### src/rtl/mioc_flop_bank_if.sv
// Handshake/bus bundle for mioc_flop_bank: control inputs plus register-state outputs.
interface mioc_flop_bank_if #(
  parameter int unsigned WIDTH = 8
);
  localparam int unsigned CW = (WIDTH > 1) ? $clog2(WIDTH) : 1;

  logic             en;
  logic             set;
  logic [1:0]       mode;
  logic [WIDTH-1:0] d;
  logic             sin;
  logic [WIDTH-1:0] q;
  logic [WIDTH-1:0] qb;
  logic             sout;
  logic             chg;
  logic             word_vld;
  logic [CW-1:0]    shift_cnt;

  modport master (
    output en, set, mode, d, sin,
    input  q, qb, sout, chg, word_vld, shift_cnt
  );

  modport slave (
    input  en, set, mode, d, sin,
    output q, qb, sout, chg, word_vld, shift_cnt
  );
endinterface

### src/rtl/mioc_flop_bank.sv
// WIDTH-bit MIOC storage bank clocked on the falling edge of in2: hold/load/shift/toggle,
// synchronous preset, change pulse and serial word-complete strobe.
module mioc_flop_bank #(
  parameter int unsigned     WIDTH  = 8,
  parameter logic [WIDTH-1:0] INIT   = '0,
  parameter logic [WIDTH-1:0] PRESET = '1
) (
  input  logic             in2,
  input  logic             in1,
  mioc_flop_bank_if.slave  bus
);

  localparam int unsigned CW = (WIDTH > 1) ? $clog2(WIDTH) : 1;

  typedef enum logic [1:0] {
    MODE_HOLD   = 2'b00,
    MODE_LOAD   = 2'b01,
    MODE_SHIFT  = 2'b10,
    MODE_TOGGLE = 2'b11
  } mode_e;

  logic [WIDTH-1:0] q_q, q_d;
  logic [CW-1:0]    cnt_q, cnt_d;
  logic             chg_q, chg_d;
  logic             wv_q, wv_d;

  // Next-state: set beats en; the strobes are cleared on every edge not asserting them.
  always_comb begin
    q_d   = q_q;
    cnt_d = cnt_q;
    wv_d  = 1'b0;
    if (bus.set) begin
      q_d   = PRESET;
      cnt_d = '0;
    end else if (bus.en) begin
      unique case (mode_e'(bus.mode))
        MODE_HOLD: ;
        MODE_LOAD: begin
          q_d   = bus.d;
          cnt_d = '0;
        end
        MODE_SHIFT: begin
          q_d = {q_q[WIDTH-2:0], bus.sin};
          if (cnt_q == CW'(WIDTH - 1)) begin
            cnt_d = '0;
            wv_d  = 1'b1;
          end else begin
            cnt_d = cnt_q + CW'(1);
          end
        end
        MODE_TOGGLE: q_d = q_q ^ bus.d;
      endcase
    end
    chg_d = (q_d != q_q);
  end

  always_ff @(negedge in2 or negedge in1) begin
    if (!in1) begin
      q_q   <= INIT;
      cnt_q <= '0;
      chg_q <= 1'b0;
      wv_q  <= 1'b0;
    end else begin
      q_q   <= q_d;
      cnt_q <= cnt_d;
      chg_q <= chg_d;
      wv_q  <= wv_d;
    end
  end

  assign bus.q         = q_q;
  assign bus.qb        = ~q_q;
  assign bus.sout      = q_q[WIDTH-1];
  assign bus.chg       = chg_q;
  assign bus.word_vld  = wv_q;
  assign bus.shift_cnt = cnt_q;

endmodule

### src/flat_wrapper.sv
// flat-port wrapper written by rule: the top's interface ports become plain ports
module mioc_flop_bank_flat 
#(
  parameter int unsigned     WIDTH  = 8,
  parameter logic [WIDTH-1:0] INIT   = '0,
  parameter logic [WIDTH-1:0] PRESET = '1
)
  (in2, in1, bus_en, bus_set, bus_mode, bus_d, bus_sin, bus_q, bus_qb, bus_sout, bus_chg, bus_word_vld, bus_shift_cnt);
  mioc_flop_bank_if #(.WIDTH(WIDTH)) bus_i ();
  input  logic in2;
  input  logic in1;
  input wire logic [$bits(bus_i.en)-1:0] bus_en;
  input wire logic [$bits(bus_i.set)-1:0] bus_set;
  input wire logic [$bits(bus_i.mode)-1:0] bus_mode;
  input wire logic [$bits(bus_i.d)-1:0] bus_d;
  input wire logic [$bits(bus_i.sin)-1:0] bus_sin;
  output wire logic [$bits(bus_i.q)-1:0] bus_q;
  output wire logic [$bits(bus_i.qb)-1:0] bus_qb;
  output wire logic [$bits(bus_i.sout)-1:0] bus_sout;
  output wire logic [$bits(bus_i.chg)-1:0] bus_chg;
  output wire logic [$bits(bus_i.word_vld)-1:0] bus_word_vld;
  output wire logic [$bits(bus_i.shift_cnt)-1:0] bus_shift_cnt;
  assign bus_i.en = bus_en;
  assign bus_i.set = bus_set;
  assign bus_i.mode = bus_mode;
  assign bus_i.d = bus_d;
  assign bus_i.sin = bus_sin;
  assign bus_q = bus_i.q;
  assign bus_qb = bus_i.qb;
  assign bus_sout = bus_i.sout;
  assign bus_chg = bus_i.chg;
  assign bus_word_vld = bus_i.word_vld;
  assign bus_shift_cnt = bus_i.shift_cnt;
  mioc_flop_bank #(.WIDTH(WIDTH), .INIT(INIT), .PRESET(PRESET)) u_core (.in2(in2), .in1(in1), .bus(bus_i));
endmodule
### config.mk
export PLATFORM = sky130hd
export DESIGN_NAME = mioc_flop_bank_flat
export DESIGN_NICKNAME = d
export VERILOG_FILES = /design/src/rtl/mioc_flop_bank_if.sv /design/src/rtl/mioc_flop_bank.sv /design/src/flat_wrapper.sv
export SDC_FILE = /design/constraint.sdc
export NUM_CORES = 1
export LEC_CHECK = 0
export ABC_AREA = 1
export CORE_MARGIN = 10
export CORE_UTILIZATION = 41
export DETAILED_ROUTE_END_ITERATION = 6
export HOLD_SLACK_MARGIN = 0.06
export PLACE_DENSITY = 0.87
export SLEW_MARGIN = 20
export SYNTH_ARGS = -nofsm -noshare
export SYNTH_HDL_FRONTEND = slang
export SYNTH_SLANG_ARGS = --single-unit
### constraint.sdc
create_clock -name in2 -period 1.2 [get_ports in2]
set_input_delay 0.12 -clock in2 [delete_from_list [all_inputs] [get_ports in2]]
set_output_delay 0.12 -clock in2 [all_outputs]
set_load 0.02 [all_outputs]
==> results.ini <==
[outcome]
status = finished with violations
violations = negative setup slack

[logic_synthesis]
synth_top_family_by_area = simple AND/OR/NAND/NOR gates
syn-num-nets = 183
synth-xor-area-share_pct = 0
post_synth_fa_ha_maj_area_fraction_pct = 2.30
ys_ff_latch = 13
netlist-cell-type-count = 25
yosysSeqAreaShare_pct = 30.0
synth_compound_area_share_pct = 6.68
synth.area.mux_share_pct = 0
syn_inst = 166
synth_area_um2 = 1090
yosysWarnings = 0
avgSynthCellArea_um2 = 6.54
synthSimpleGateAreaFrac_pct = 45.9

[grt]
antenna_found_initial = 1
grtUsageTotal_pct = 20.0
grt_pass1_wl_um = 8250
grt_overflow = 0
grt_max_degree = 14
grt_pass1_vias = 1723

[drt]
met3_length_um = 790
num_vias = 1806
wl_um = 6640
firstDrtPassIters = 6
drt_iter0_drc = 208
via_per_inst = 6.08
ant_nets = 0
wl_per_cell_um = 22.4
routed.top_layer = met4
wl_met2_um = 3210
met1Wirelength_um = 2010
drc = 0

[floorplan]
fp.dieW_um = 71.5
start_util_pct = 43.4
ios = 37
die_h_um = 71.5
coreArea_um2 = 2500
std_cell_rows = 18
die-area_um2 = 5110

[place]
io_buffers = 36
hpwlAfterDp_um = 2930
placedCellCount = 272
dpl_worst_slack_ns = -1.27
gp_congestion = 0.851

[cts]
cts_made_buffers = 3
cts_tree = built
cts_hold_buf = 0
clockRootBuffer = clkbuf_4
cts.sinks = 13
cts.clk_slew.worst_paths_ns = 0.08
insertion_delay_ns = 0.31
cts.htree.levels = 1
cts_buffer_depth = 2

[job]
max_cap_viol_count = 0

[setup_path]
end_kind = flip-flop
start_kind = input pin
worstPathMaxFanout = 2
arrival_ns = 1.35
required_ns = 0.74
crit_type = in -> reg

[finish]
multi_input_area_um2 = 803
layout.cells.non_filler = 297
layout.nets = 284
register_area_um2 = 325
fillCellCount = 102
drive_gt1_share_pct = 60.9
syn_to_final_growth_pct = 111

[power]
pwr_density_cell_nw_per_um2 = 779
finalPower_mw = 1.78
power_leakage_nw = 1.18
ir_worst_vdd_mv = 0.888

[sta]
skew_ns = 0.00807
tns_ns = -12.58
rsz0062_at_grt = yes
setup_viol = 35
tightest_slew_ns = 0.337
hold_viol_final = 0
fin_ws_ns = -0.615
relSlewSlack_pct = 77.4
drv_slew = 0

[min_path]
hold_path_class = in -> async

==> sequential cells by signal, indices dropped and copies added (netlist names) <==
name and flops:
u_core.bus.q 8, u_core.bus.shift_cnt 3, u_core.bus.chg 1, u_core.bus.word_vld 1
==> kinds of logic after synthesis <==
group,count (synthesis)
AND/OR/NAND/NOR,107
flip-flops,13
AO/OA/AOI/OAI,11
adder cells (fa/ha/maj),2
buffers and inverters,33
==> synthesized netlist by cell type <==
cell       n  share of area [%]
nand2_1   52                 18
inv_1     22                7.6
nand3_1   20                9.2
dfrtn_1   13                 30
nor2_1    13                4.5
nand2_2   11                6.3
nand4_1    4                2.3
o211ai_1   4                2.8
buf_6      3                3.1
nand3_2    3                2.8
o22ai_1    3                1.7
ha_1       2                2.3
inv_2      2               0.69
nor2_2     2                1.2
o21ai_0    2               0.92
a21oi_2    1               0.81
buf_2      1               0.46
buf_4      1               0.69
buf_8      1                1.4
clkbuf_1   1               0.35
clkinv_1   1               0.35
inv_4      1               0.58
nor2_4     1                1.0
o21ai_1    1               0.46
or2_2      1               0.58
==> per-layer routing <==
metal,track usage (%),vias up
met5,0,-
met4,14.4,0
met3,7.02,73
met2,35.7,180
met1,18.3,823
li1,-,730
==> final timing paths <==
check / startpoint / end / slack (ns) / depth (start not counted)
setup / recovery: bus_d[1] / u_core.bus.chg$_DFF_NN0_ / -0.61 / 12
hold / removal: in1 / u_core.bus.shift_cnt[2]$_DFFE_NN0P_ / 0.62 / 2
setup reg to reg: u_core.bus.q[1]$_DFF_NN0_ / u_core.bus.chg$_DFF_NN0_ / -0.59 / 13
hold reg to reg: u_core.bus.q[6]$_DFF_NN0_ / u_core.bus.q[6]$_DFF_NN0_ / 0.64 / 3
max in group asynchronous: in1 / u_core.bus.q[7]$_DFF_NN0_ / 0.42 / 2
min in group in2: u_core.bus.q[6]$_DFF_NN0_ / u_core.bus.q[6]$_DFF_NN0_ / 0.64 / 3
==> critical path, stage by stage <==
cell	delay, ns
clkdlybuf4s15_1	0.25
nand3_1	0.15
nand2_1	0.10
nand2_2	0.09
buf_6	0.10
nand2_1	0.04
nand2_1	0.07
nand2_1	0.09
inv_1	0.07
nand2_1	0.07
nor2_2	0.09
nand2_1	0.10
==> cell type report <==
type                       count  area share [%]
multi-input combinational    121            35.1
sequential                    13            14.2
antenna                        1           0.109
inverter                      26            4.65
tap                           30            1.64
timing repair buffer         102            43.1
clock buffer                   4            1.15
==> power breakdown <==
part | internal (mW) | switching, mW
sequential | 0.470 | 0.0316
clock | 0.130 | 0.204
combinational | 0.446 | 0.501
==> per-stage QoR <==
step	area, µm²	hold slack (ns)	utilization, %
after floorplan	1100	0.316	-
after global placement	1810	0.574	72.6
after detailed placement	1810	0.588	72.6
after CTS	2070	0.615	83.0
after global routing	2290	0.618	91.5
final	2290	0.618	91.5
==> timing repair <==
action	CTS	global route
gates resized for setup	188	53
hold endpoints to repair	0	0
pin swaps	25	28
endpoints found under the setup margin	35	35
cloned	2	0
buffers inserted	15	10
==> cells in the final DEF, fill, tap and decap left out, types with 5 or more instances in the layout <==
| cell | instances |
|---|---|
| dfrtn_1 | 13 |
| dlygate4sd2_1 | 6 |
| buf_4 | 49 |
| nor2_4 | 9 |
| nor2_2 | 7 |
| nand2_1 | 41 |
| nand3_2 | 5 |
| inv_1 | 12 |
| buf_6 | 34 |
| inv_2 | 11 |
| nand3_1 | 17 |
| nand2_2 | 20 |
(Power assumes the default switching activity.)
